$ cat src/rtl/load_unit_if.sv
`default_nettype none
// ============================================================================
//  Module   : load_unit_if
//  Purpose  : Request, memory and register-file write bundle of the load unit.
//             The slave view belongs to the load unit and the master view to
//             the core/memory side that surrounds it.
//  Revision : 1.0  initial release
// ============================================================================
interface load_unit_if #(
    parameter int ADDR_WIDTH = 5,
    parameter int WIDTH      = 32
);
    logic                  req_valid;
    logic                  req_ready;
    logic [WIDTH-1:0]      req_addr;
    logic [2:0]            req_funct3;
    logic [ADDR_WIDTH-1:0] req_rd;
    logic [WIDTH-1:0]      mem_addr;
    logic                  mem_enable;
    logic                  mem_data_ready;
    logic [WIDTH-1:0]      mem_rdata;
    logic [ADDR_WIDTH-1:0] ra3;
    logic [WIDTH-1:0]      wd3;
    logic                  we3;
    logic                  pending;
    logic [ADDR_WIDTH-1:0] pending_rd;
    logic                  fault;

    modport slave (
        input  req_valid, req_addr, req_funct3, req_rd, mem_data_ready, mem_rdata,
        output req_ready, mem_addr, mem_enable, ra3, wd3, we3, pending, pending_rd, fault
    );

    modport master (
        output req_valid, req_addr, req_funct3, req_rd, mem_data_ready, mem_rdata,
        input  req_ready, mem_addr, mem_enable, ra3, wd3, we3, pending, pending_rd, fault
    );
endinterface
`default_nettype wire

$ cat src/rtl/load_unit.sv
`default_nettype none
// ============================================================================
//  Module   : load_unit
//  Purpose  : Single-outstanding load stage. Accepts a load request, issues a
//             word-aligned memory read, extracts and extends the addressed
//             byte/halfword/word and writes it back as a one-cycle pulse.
//  Revision : 1.0  initial release
// ============================================================================
module load_unit #(
    parameter int ADDR_WIDTH = 5,
    parameter int WIDTH      = 32,
    parameter int TIMEOUT    = 255
) (
    input  wire logic  clk,
    input  wire logic  rst,
    load_unit_if.slave bus
);

    localparam int c_cnt_w = (TIMEOUT < 2) ? 1 : $clog2(TIMEOUT + 1);

    typedef enum logic [0:0] {
        S_IDLE = 1'b0,
        S_WAIT = 1'b1
    } state_t;

    state_t                r_state;
    logic                  r_req_ready;
    logic                  r_mem_enable;
    logic                  r_we3;
    logic                  r_fault;
    logic                  r_pending;
    logic [WIDTH-1:0]      r_mem_addr;
    logic [WIDTH-1:0]      r_wd3;
    logic [ADDR_WIDTH-1:0] r_ra3;
    logic [ADDR_WIDTH-1:0] r_pending_rd;
    logic [2:0]            r_funct3;
    logic [1:0]            r_lane;
    logic [c_cnt_w-1:0]    r_cnt;

    logic                  w_legal;
    logic                  w_timeout;
    logic [c_cnt_w-1:0]    w_cnt_next;
    logic [7:0]            w_byte;
    logic [15:0]           w_half;
    logic [WIDTH-1:0]      w_load_data;

    // Classify the incoming request: unknown funct3 or misaligned half/word is illegal
    always_comb begin
        w_legal = 1'b0;
        case (bus.req_funct3)
            3'd0, 3'd4: w_legal = 1'b1;
            3'd1, 3'd5: w_legal = ~bus.req_addr[0];
            3'd2:       w_legal = (bus.req_addr[1:0] == 2'b00);
            default:    w_legal = 1'b0;
        endcase
    end

    // Wait counter; a zero TIMEOUT never expires
    always_comb begin
        w_cnt_next = r_cnt + c_cnt_w'(1);
        w_timeout  = (TIMEOUT != 0) && (w_cnt_next == c_cnt_w'(TIMEOUT));
    end

    // Lane selection and sign/zero extension of the returned word
    always_comb begin
        case (r_lane)
            2'd0:    w_byte = bus.mem_rdata[7:0];
            2'd1:    w_byte = bus.mem_rdata[15:8];
            2'd2:    w_byte = bus.mem_rdata[23:16];
            default: w_byte = bus.mem_rdata[31:24];
        endcase
        w_half = r_lane[1] ? bus.mem_rdata[31:16] : bus.mem_rdata[15:0];
        case (r_funct3)
            3'd0:    w_load_data = {{(WIDTH-8){w_byte[7]}}, w_byte};
            3'd4:    w_load_data = {{(WIDTH-8){1'b0}}, w_byte};
            3'd1:    w_load_data = {{(WIDTH-16){w_half[15]}}, w_half};
            3'd5:    w_load_data = {{(WIDTH-16){1'b0}}, w_half};
            default: w_load_data = bus.mem_rdata;
        endcase
    end

    // Control FSM with all outputs registered; write/fault pulses default low
    always_ff @(posedge clk) begin
        if (rst) begin
            r_state      <= S_IDLE;
            r_req_ready  <= 1'b1;
            r_mem_enable <= 1'b0;
            r_we3        <= 1'b0;
            r_fault      <= 1'b0;
            r_pending    <= 1'b0;
            r_mem_addr   <= '0;
            r_wd3        <= '0;
            r_ra3        <= '0;
            r_pending_rd <= '0;
            r_funct3     <= '0;
            r_lane       <= '0;
            r_cnt        <= '0;
        end else begin
            r_we3   <= 1'b0;
            r_fault <= 1'b0;
            case (r_state)
                S_IDLE: begin
                    r_pending <= 1'b0;
                    if (bus.req_valid && r_req_ready) begin
                        r_funct3     <= bus.req_funct3;
                        r_lane       <= bus.req_addr[1:0];
                        r_pending_rd <= bus.req_rd;
                        if (w_legal) begin
                            r_state      <= S_WAIT;
                            r_req_ready  <= 1'b0;
                            r_mem_enable <= 1'b1;
                            r_mem_addr   <= {bus.req_addr[WIDTH-1:2], 2'b00};
                            r_cnt        <= '0;
                            r_pending    <= 1'b1;
                        end else begin
                            r_fault <= 1'b1;
                        end
                    end
                end
                S_WAIT: begin
                    if (bus.mem_data_ready) begin
                        // Data wins over a timeout that expires in the same cycle
                        r_state      <= S_IDLE;
                        r_req_ready  <= 1'b1;
                        r_mem_enable <= 1'b0;
                        r_we3        <= 1'b1;
                        r_wd3        <= w_load_data;
                        r_ra3        <= r_pending_rd;
                        r_pending    <= 1'b1;
                    end else if (w_timeout) begin
                        r_state      <= S_IDLE;
                        r_req_ready  <= 1'b1;
                        r_mem_enable <= 1'b0;
                        r_fault      <= 1'b1;
                        r_pending    <= 1'b0;
                    end else begin
                        r_cnt <= w_cnt_next;
                    end
                end
                default: begin
                    r_state     <= S_IDLE;
                    r_req_ready <= 1'b1;
                end
            endcase
        end
    end

    assign bus.req_ready  = r_req_ready;
    assign bus.mem_addr   = r_mem_addr;
    assign bus.mem_enable = r_mem_enable;
    assign bus.ra3        = r_ra3;
    assign bus.wd3        = r_wd3;
    assign bus.we3        = r_we3;
    assign bus.pending    = r_pending;
    assign bus.pending_rd = r_pending_rd;
    assign bus.fault      = r_fault;

endmodule
`default_nettype wire

$ cat src/flat_wrapper.sv
// flat-port wrapper written by rule: the top's interface ports become plain ports
module load_unit_flat 
#(
    parameter int ADDR_WIDTH = 5,
    parameter int WIDTH      = 32,
    parameter int TIMEOUT    = 255
)
  (clk, rst, bus_req_valid, bus_req_addr, bus_req_funct3, bus_req_rd, bus_mem_data_ready, bus_mem_rdata, bus_req_ready, bus_mem_addr, bus_mem_enable, bus_ra3, bus_wd3, bus_we3, bus_pending, bus_pending_rd, bus_fault);
  load_unit_if #(.ADDR_WIDTH(ADDR_WIDTH), .WIDTH(WIDTH)) bus_i ();
  input  wire logic clk;
  input  wire logic rst;
  input wire logic [$bits(bus_i.req_valid)-1:0] bus_req_valid;
  input wire logic [$bits(bus_i.req_addr)-1:0] bus_req_addr;
  input wire logic [$bits(bus_i.req_funct3)-1:0] bus_req_funct3;
  input wire logic [$bits(bus_i.req_rd)-1:0] bus_req_rd;
  input wire logic [$bits(bus_i.mem_data_ready)-1:0] bus_mem_data_ready;
  input wire logic [$bits(bus_i.mem_rdata)-1:0] bus_mem_rdata;
  output wire logic [$bits(bus_i.req_ready)-1:0] bus_req_ready;
  output wire logic [$bits(bus_i.mem_addr)-1:0] bus_mem_addr;
  output wire logic [$bits(bus_i.mem_enable)-1:0] bus_mem_enable;
  output wire logic [$bits(bus_i.ra3)-1:0] bus_ra3;
  output wire logic [$bits(bus_i.wd3)-1:0] bus_wd3;
  output wire logic [$bits(bus_i.we3)-1:0] bus_we3;
  output wire logic [$bits(bus_i.pending)-1:0] bus_pending;
  output wire logic [$bits(bus_i.pending_rd)-1:0] bus_pending_rd;
  output wire logic [$bits(bus_i.fault)-1:0] bus_fault;
  assign bus_i.req_valid = bus_req_valid;
  assign bus_i.req_addr = bus_req_addr;
  assign bus_i.req_funct3 = bus_req_funct3;
  assign bus_i.req_rd = bus_req_rd;
  assign bus_i.mem_data_ready = bus_mem_data_ready;
  assign bus_i.mem_rdata = bus_mem_rdata;
  assign bus_req_ready = bus_i.req_ready;
  assign bus_mem_addr = bus_i.mem_addr;
  assign bus_mem_enable = bus_i.mem_enable;
  assign bus_ra3 = bus_i.ra3;
  assign bus_wd3 = bus_i.wd3;
  assign bus_we3 = bus_i.we3;
  assign bus_pending = bus_i.pending;
  assign bus_pending_rd = bus_i.pending_rd;
  assign bus_fault = bus_i.fault;
  load_unit #(.ADDR_WIDTH(ADDR_WIDTH), .WIDTH(WIDTH), .TIMEOUT(TIMEOUT)) u_core (.clk(clk), .rst(rst), .bus(bus_i));
endmodule
$ cat config.mk
export PLATFORM = sky130hd
export DESIGN_NAME = load_unit_flat
export DESIGN_NICKNAME = d
export VERILOG_FILES = /design/src/rtl/load_unit_if.sv /design/src/rtl/load_unit.sv /design/src/flat_wrapper.sv
export SDC_FILE = /design/constraint.sdc
export NUM_CORES = 1
export LEC_CHECK = 0
export CAP_MARGIN = 0
export CORE_ASPECT_RATIO = 0.6
export CORE_MARGIN = 1
export CORE_UTILIZATION = 44
export CTS_CLUSTER_SIZE = 28
export DETAILED_ROUTE_END_ITERATION = 10
export PLACE_DENSITY = 0.81
export SETUP_SLACK_MARGIN = 0.4
export SLEW_MARGIN = 40
export SYNTH_ARGS = -nofsm -noshare
export SYNTH_HDL_FRONTEND = slang
export SYNTH_SLANG_ARGS = --single-unit
$ cat constraint.sdc
create_clock -name clk -period 2.1 [get_ports clk]
set_input_delay 0.525 -clock clk [delete_from_list [all_inputs] [get_ports clk]]
set_output_delay 0.525 -clock clk [all_outputs]
set_load 0.05 [all_outputs]
==> flow_summary_export.csv, run 1 <==
group,metric,value,unit
timing,layout_min_cycle_time,1947,ps
grt,grt_pass1_vias,4164,
drt,routed_via_density,5.772,
yosys,synth_edf_count,0,
layout,final-seq-area,0.001838,mm^2
yosys,synth_ff_type,"dfxtp_1",
setup_path,path_max_fanout,7,
clock_network,clockBufferDepth,2,
yosys,yosysWarnings,0,
timing,fmax,513.6,MHz
yosys,synthDistinctLibCells,52,
timing,fin_ws,153.0,ps
floorplan,rows,26,
drt,drtPass1Iterations,7,
setup_path,required,2340,ps
grt,track_usage,29.80,%
layout,final_core_util,77.81,%
placed_design,hpwlAfterDp,8.988,mm
layout,syn_to_final_growth,69.72,%
layout,fillCellCount,528,
layout,multiInputGateArea,0.002210,mm^2
setup_path,endpoint_kind,"flip-flop",
placed_design,dp_slack,-468.3,ps
layout,stdcell_count,794,
outcome,outcome,"finished clean",
clock_network,path_clk_slew,60,ps
drt,routed-wl-met2,6.883,mm
pwr,power,4.725,mW
drt,vias,4583,
timing,worst_pin_slew,500.9,ps
yosys,netlist_area,0.003938,mm^2
run,maxCapViolCount,0,
timing,setup_viol,0,
clock_network,cts_buffers,9,
yosys,synth.avg_cell_area,7.971,um^2
drt,post_drt_wl_per_cell,19.03,um
floorplan,core-area,0.008588,mm^2
drt,drc,0,
yosys,syn-instance-count,494,
drt,drt_wl_total,15.11,mm
timing,rsz0062_at_grt,"yes",
layout,final_layout_size_suffix_gt1_share,30.74,%
yosys,yosysSeqAreaShare,46.27,%
drt,met1_length,6.238,mm
timing,min_period_over_period,92.72,%
yosys,ys_async_sr_fraction,0,%
placed_design,globalplace.congestion,0.8127,
setup_path,setup.worst_path.start_class,"flip-flop",
pwr,power_density,707.0,mW/mm^2
placed_design,portBuffers,152,
yosys,ys_ff_latch,91,
drt,ant_nets,0,
clock_network,htreeDepth,3,
drt,drt_iter0_drc,415,
timing,slew_headroom,66.56,%
floorplan,start_util,45.85,%
drt,highest_layer,"met4",
clock_network,worstSkewPairLatency,340,ps
grt,grt_overflow_total,0,
placed_design,dp.cells,750,
grt,antenna_found_initial,2,
setup_path,cp.arrival,2190,ps
hold_path,hp-class,"reg2reg",
setup_path,critPathKind,"reg2reg",
pwr,worst_ir_drop_vdd,0.0004735,V
setup_path,r2r_slack,150,ps
clock_network,root_buffer,"clkbuf_16",
timing,timing_hold_violations_final,0,
grt,grt_max_degree,41,
timing,drv_slew,0,
layout,nets,753,
timing,fin_skew,8.286,ps
grt,grt_pass1_wl,21.00,mm
floorplan,die_w,124.1,um
floorplan,fp.dieArea,0.009344,mm^2
drt,dr_wl_met3,1.512,mm
clock_network,tritoncts,"yes",
clock_network,cts.sinks,91,
floorplan,fp.dieH,75.28,um
pwr,leakagePower,2.443,nW
floorplan,ios,155,
## where the power goes
part | switching, mW | internal (mW) | total, mW | leakage (nW)
logic | 0.617 | 0.431 | 1.05 | 1.54
clock network | 0.671 | 1.15 | 1.82 | 0.161
registers | 0.0584 | 1.80 | 1.86 | 0.743
total | 1.35 | 3.38 | 4.72 | 2.44
## worst paths after layout
kind,from,cells after the start,endpoint
worst max-delay path,u_core.r_cnt[2]$_SDFFE_PP0P_,7,u_core.r_cnt[2]$_SDFFE_PP0P_
worst min-delay path,u_core.bus.mem_addr[12]$_SDFFE_PP0P_,2,u_core.bus.mem_addr[12]$_SDFFE_PP0P_
worst max register to register,u_core.r_cnt[2]$_SDFFE_PP0P_,7,u_core.r_cnt[2]$_SDFFE_PP0P_
worst min register to register,u_core.bus.mem_addr[12]$_SDFFE_PP0P_,2,u_core.bus.mem_addr[12]$_SDFFE_PP0P_
## Yosys cell counts (all sizes together), types with 3 or more instances
cell    number  share of area [%]
o211ai       3               0.57
and2         3               0.54
a21o         7                1.3
nand3        4               0.51
a22oi        9                1.7
nor2b       11                1.7
o21ai        5               0.73
a31oi        3               0.48
dfxtp       91                 46
nand4        5               0.79
or3          4               0.64
a211oi      39                7.4
inv          6               0.57
buf          5               0.89
nand2      113                 11
clkbuf      34                3.2
nor3        10                1.3
mux2i        3               0.76
nand3b       3               0.57
nor2        48                4.6
a21oi       54                6.9
nand2b       3               0.48
## what timing repair did
item                                    4_1_cts  5_1_grt
hold buffers                                  0        0
endpoints found under the setup margin      133       80
gates resized for setup                     239       50
gates cloned                                  3        1
pin swaps                                    14       15
endpoints found under the hold margin         0        0
buffers inserted                             17        4
## critical path, cell delays in order, from the launching register on
cell and delay [ps]:
dfxtp_1 560, nand4_1 190, mux2i_1 190, o211a_4 190, buf_12 130, buf_4 130, nand3b_1 200, a21oi_1 250
## routing by layer
metal	global-route usage, %	vias to the layer above
met2	46.53	298
met3	9.848	53
li1	-	2085
met4	11.11	0
met5	0	-
met1	38.62	2147
## kinds of logic after synthesis
group | count (synthesis) | synth area share [%]
AND/OR/NAND/NOR | 215 | 24.25
other | 1 | 0.09524
AO/OA/AOI/OAI | 132 | 21.70
flip-flops | 91 | 46.27
buffers and inverters | 45 | 4.702
multiplexers | 6 | 1.907
adder cells (fa/ha/maj) | 2 | 0.6354
XOR/XNOR | 2 | 0.4449
## layout by cell type, fill, tap and decap left out, types with 3 or more instances in the layout
| cell | netlist | layout |
|---|---|---|
| clkbuf_2 | 0 | 9 |
| nor2b_1 | 11 | 9 |
| nand2_1 | 113 | 111 |
| clkdlybuf4s15_2 | 0 | 61 |
| a211oi_1 | 39 | 17 |
| a211oi_2 | 0 | 21 |
| nor3_1 | 10 | 10 |
| mux2i_1 | 3 | 3 |
| dlygate4sd2_1 | 0 | 3 |
| dfxtp_1 | 91 | 86 |
| clkdlybuf4s15_1 | 0 | 4 |
| dfxtp_4 | 0 | 4 |
| buf_16 | 0 | 3 |
| nor2_1 | 48 | 45 |
| clkdlybuf4s50_1 | 0 | 66 |
| buf_12 | 0 | 6 |
| a21oi_2 | 0 | 8 |
| a21oi_1 | 54 | 46 |
| a21o_1 | 7 | 7 |
| buf_6 | 1 | 9 |
| inv_1 | 6 | 6 |
| clkbuf_16 | 0 | 11 |
| nand3b_1 | 3 | 3 |
| o211ai_1 | 3 | 3 |
| nand3_1 | 4 | 4 |
| o21ai_0 | 3 | 3 |
| nand4_1 | 5 | 5 |
| or3_1 | 4 | 4 |
| a22oi_1 | 9 | 9 |
| buf_4 | 2 | 44 |
## flip-flops by register name, indices dropped and copies added (netlist names)
| register | count |
|---|---|
| u_core.r_state | 1 |
| u_core.r_funct3 | 3 |
| u_core.bus.pending_rd | 5 |
| u_core.bus.we3 | 1 |
| u_core.bus.mem_addr | 30 |
| u_core.bus.fault | 1 |
| u_core.bus.wd3 | 32 |
| u_core.r_lane | 2 |
| u_core.bus.pending | 1 |
| u_core.bus.req_ready | 1 |
| u_core.r_cnt | 8 |
| u_core.bus.mem_enable | 1 |
| u_core.bus.ra3 | 5 |
## per-stage QoR
| stage | hold WS, ps | setup TNS, ps | cell area (um^2) |
|---|---|---|---|
| 6_report | 455.5 | 0 | 6683 |
| 5_1_grt | 483.9 | 0 | 6683 |
| 4_1_cts | 455.9 | 0 | 6455 |
| 3_5_place_dp | 446.9 | -8289 | 5714 |
| 3_3_place_gp | 441.5 | -6181 | 5714 |
| 2_1_floorplan | 448.9 | 0 | 3978 |
## layout make-up
class / count / share of cell area, %
antenna: 2 / 0.07489
sequential: 91 / 27.50
timing repair buffer: 208 / 31.85
multi-input combinational: 359 / 33.06
inverter: 6 / 0.3370
clock inverter: 3 / 1.011
clock buffer: 13 / 4.063
tap: 112 / 2.097
No activity file was read; power rests on OpenSTA's default activity.
==> run 2: changes to the inputs <==
--- a/config.mk
+++ b/config.mk
@@ -12,6 +12,7 @@
 export CTS_CLUSTER_SIZE = 28
 export DETAILED_ROUTE_END_ITERATION = 10
 export PLACE_DENSITY = 0.81
+export REMOVE_ABC_BUFFERS = 1
 export SETUP_SLACK_MARGIN = 0.4
 export SLEW_MARGIN = 40
 export SYNTH_ARGS = -nofsm -noshare
==> run 2 against run 1 <==
Compared with the run above:
- critical path depth decreased by 1
- sequential share of layout area increased by 0.96 points
- combinational power decreased by 5%
- global-route usage decreased by 1.3 points
- power decreased by 3.0%
- largest cell class unchanged
==> flow_summary_export.csv, run 2 (same netlist as run 1, synthesis figures left out) <==
group,metric,value,unit
outcome,outcome,"finished clean",
clock_network,worstSkewPairLatency,340,ps
drt,drt_iter0_drc,346,
drt,drt_wl_total,14.05,mm
timing,worst_pin_slew,586.9,ps
floorplan,fp.dieArea,0.009344,mm^2
clock_network,clockBufferDepth,2,
setup_path,timing.rr.start,"u_core.r_cnt[1]$_SDFFE_PP0P_",
grt,use_met3,6.288,%
timing,fin_skew,7.322,ps
floorplan,start_util,45.85,%
layout,fillCellCount,595,
drt,post_drt_wl_per_cell,17.82,um
timing,min_period_over_period,89.09,%
layout,final-seq-area,0.001832,mm^2
layout,final_layout_size_suffix_gt1_share,28.25,%
clock_network,cts_buffers,9,
layout,nets,749,
drt,vias,4447,
clock_network,htreeDepth,3,
timing,fmax,534.5,MHz
drt,routed_via_density,5.643,
grt,grt_pass1_vias,4058,
pwr,power_density,712.3,mW/mm^2
grt,grt_pass1_wl,20.25,mm
drt,drtPass1Iterations,5,
floorplan,core-area,0.008588,mm^2
grt,grt_max_degree,40,
grt,track_usage,28.51,%
clock_network,path_clk_slew,60,ps
grt,use_met2,46.96,%
timing,slew_headroom,60.82,%
layout,largest_reg_flops,32,
setup_path,required,2360,ps
timing,hold_ws,452.4,ps
grt,antenna_found_initial,0,
setup_path,endpoint_kind,"flip-flop",
hold_path,hp-class,"reg2reg",
setup_path,cp.arrival,2130,ps
layout,layout_commonest_cell,"nand2_1",
clock_network,root_buffer,"clkbuf_16",
clock_network,cts.sinks,91,
setup_path,startpoint,"u_core.r_cnt[1]$_SDFFE_PP0P_",
run,maxCapViolCount,0,
drt,drc,0,
hold_path,hp-start,"u_core.bus.mem_addr[2]$_SDFFE_PP0P_",
floorplan,die_w,124.1,um
grt,grt_use_met1,38.16,%
grt,grt_overflow_total,0,
timing,setup_viol,0,
placed_design,globalplace.congestion,0.8596,
clock_network,tritoncts,"yes",
floorplan,ios,155,
timing,timing_hold_violations_final,0,
drt,ant_nets,0,
setup_path,critPathKind,"reg2reg",
clock_network,cts_hold_buf,0,
placed_design,dp.cells,755,
floorplan,fp.dieH,75.28,um
timing,rsz0062_at_grt,"yes",
setup_path,setup.worst_path.start_class,"flip-flop",
placed_design,portBuffers,152,
timing,layout_min_cycle_time,1871,ps
setup_path,path_max_fanout,7,
layout,antenna_cells,0,
layout,layout_common_cells,"113 x nand2_1, 87 x dfxtp_1, 65 x clkdlybuf4s50_1",
floorplan,rows,26,
layout,stdcell_count,788,
layout,multiInputGateArea,0.002147,mm^2
layout,syn_to_final_growth,63.46,%
pwr,worst_ir_drop_vdd,0.0005561,V
pwr,leakagePower,2.406,nW
placed_design,hpwlAfterDp,8.886,mm
timing,drv_slew,0,
grt,top_usage_layer,"met2",
## run 2: cell count changes in the layout (fill, tap and decap cells not counted), sizes merged, moves of 2 or more
cell / delta
clkbuf: +8
dlymetal6s2s: +2
clkdlybuf4s15: -10
diode: -2
buf: -3
clkinv: +2
## run 2: final cells by class
type | count | area share, %
Multi-Input combinational cell | 359 | 33.36
Timing Repair Buffer | 204 | 30.68
Sequential cell | 91 | 28.46
Clock buffer | 12 | 3.830
Tap cell | 112 | 2.177
Clock inverter | 4 | 1.147
Inverter | 6 | 0.3499
## run 2: where the power goes
group | internal [mW] | total (mW) | switching, mW | leakage, nW
logic | 0.401 | 0.993 | 0.593 | 1.51
clock network | 1.08 | 1.73 | 0.658 | 0.157
registers | 1.80 | 1.86 | 0.0566 | 0.742
total | 3.28 | 4.58 | 1.31 | 2.41
## run 2: worst max-delay path, cell delays in order, from the launching register on
cell     delay, ps
dfxtp_4        360
buf_6          130
and3b_1        160
o211a_1        220
o211a_4        270
or4_1          510
a31oi_1        150
## run 2: final timing paths
kind	to	slack, ps	cells past startpoint
min reg2reg	u_core.bus.mem_addr[2]$_SDFFE_PP0P_	450	2
max	u_core.r_cnt[3]$_SDFFE_PP0P_	230	6
max reg2reg	u_core.r_cnt[3]$_SDFFE_PP0P_	230	6
min	u_core.bus.mem_addr[2]$_SDFFE_PP0P_	450	2
## run 2: stage by stage
stage                     TNS, ps  setup slack [ps]  util (%)  total power [mW]  cell area [um^2]
after global routing            0             208.4     74.94             4.721              6436
after detailed placement    -6120            -221.2     66.52             2.794              5713
final                           0             229.2     74.94             4.585              6436
after global placement      -4015            -136.1     66.48             2.776              5709
after CTS                       0             243.1     75.35             4.565              6471
after floorplan            -12490            -346.5         -             2.350              3779
## run 2: timing repair
action,in CTS,in global routing
endpoints found under the setup margin,136,84
hold endpoints to repair,0,0
buffers inserted,12,2
gates cloned,3,0
resized for setup,249,36
pin swaps,12,6
## run 2: routing by layer
metal | wire (um) | up-vias
li1 | - | 2075
met2 | 6512 | 209
met1 | 6269 | 2138
met4 | 178 | 0
met5 | 0 | -
met3 | 1085 | 25
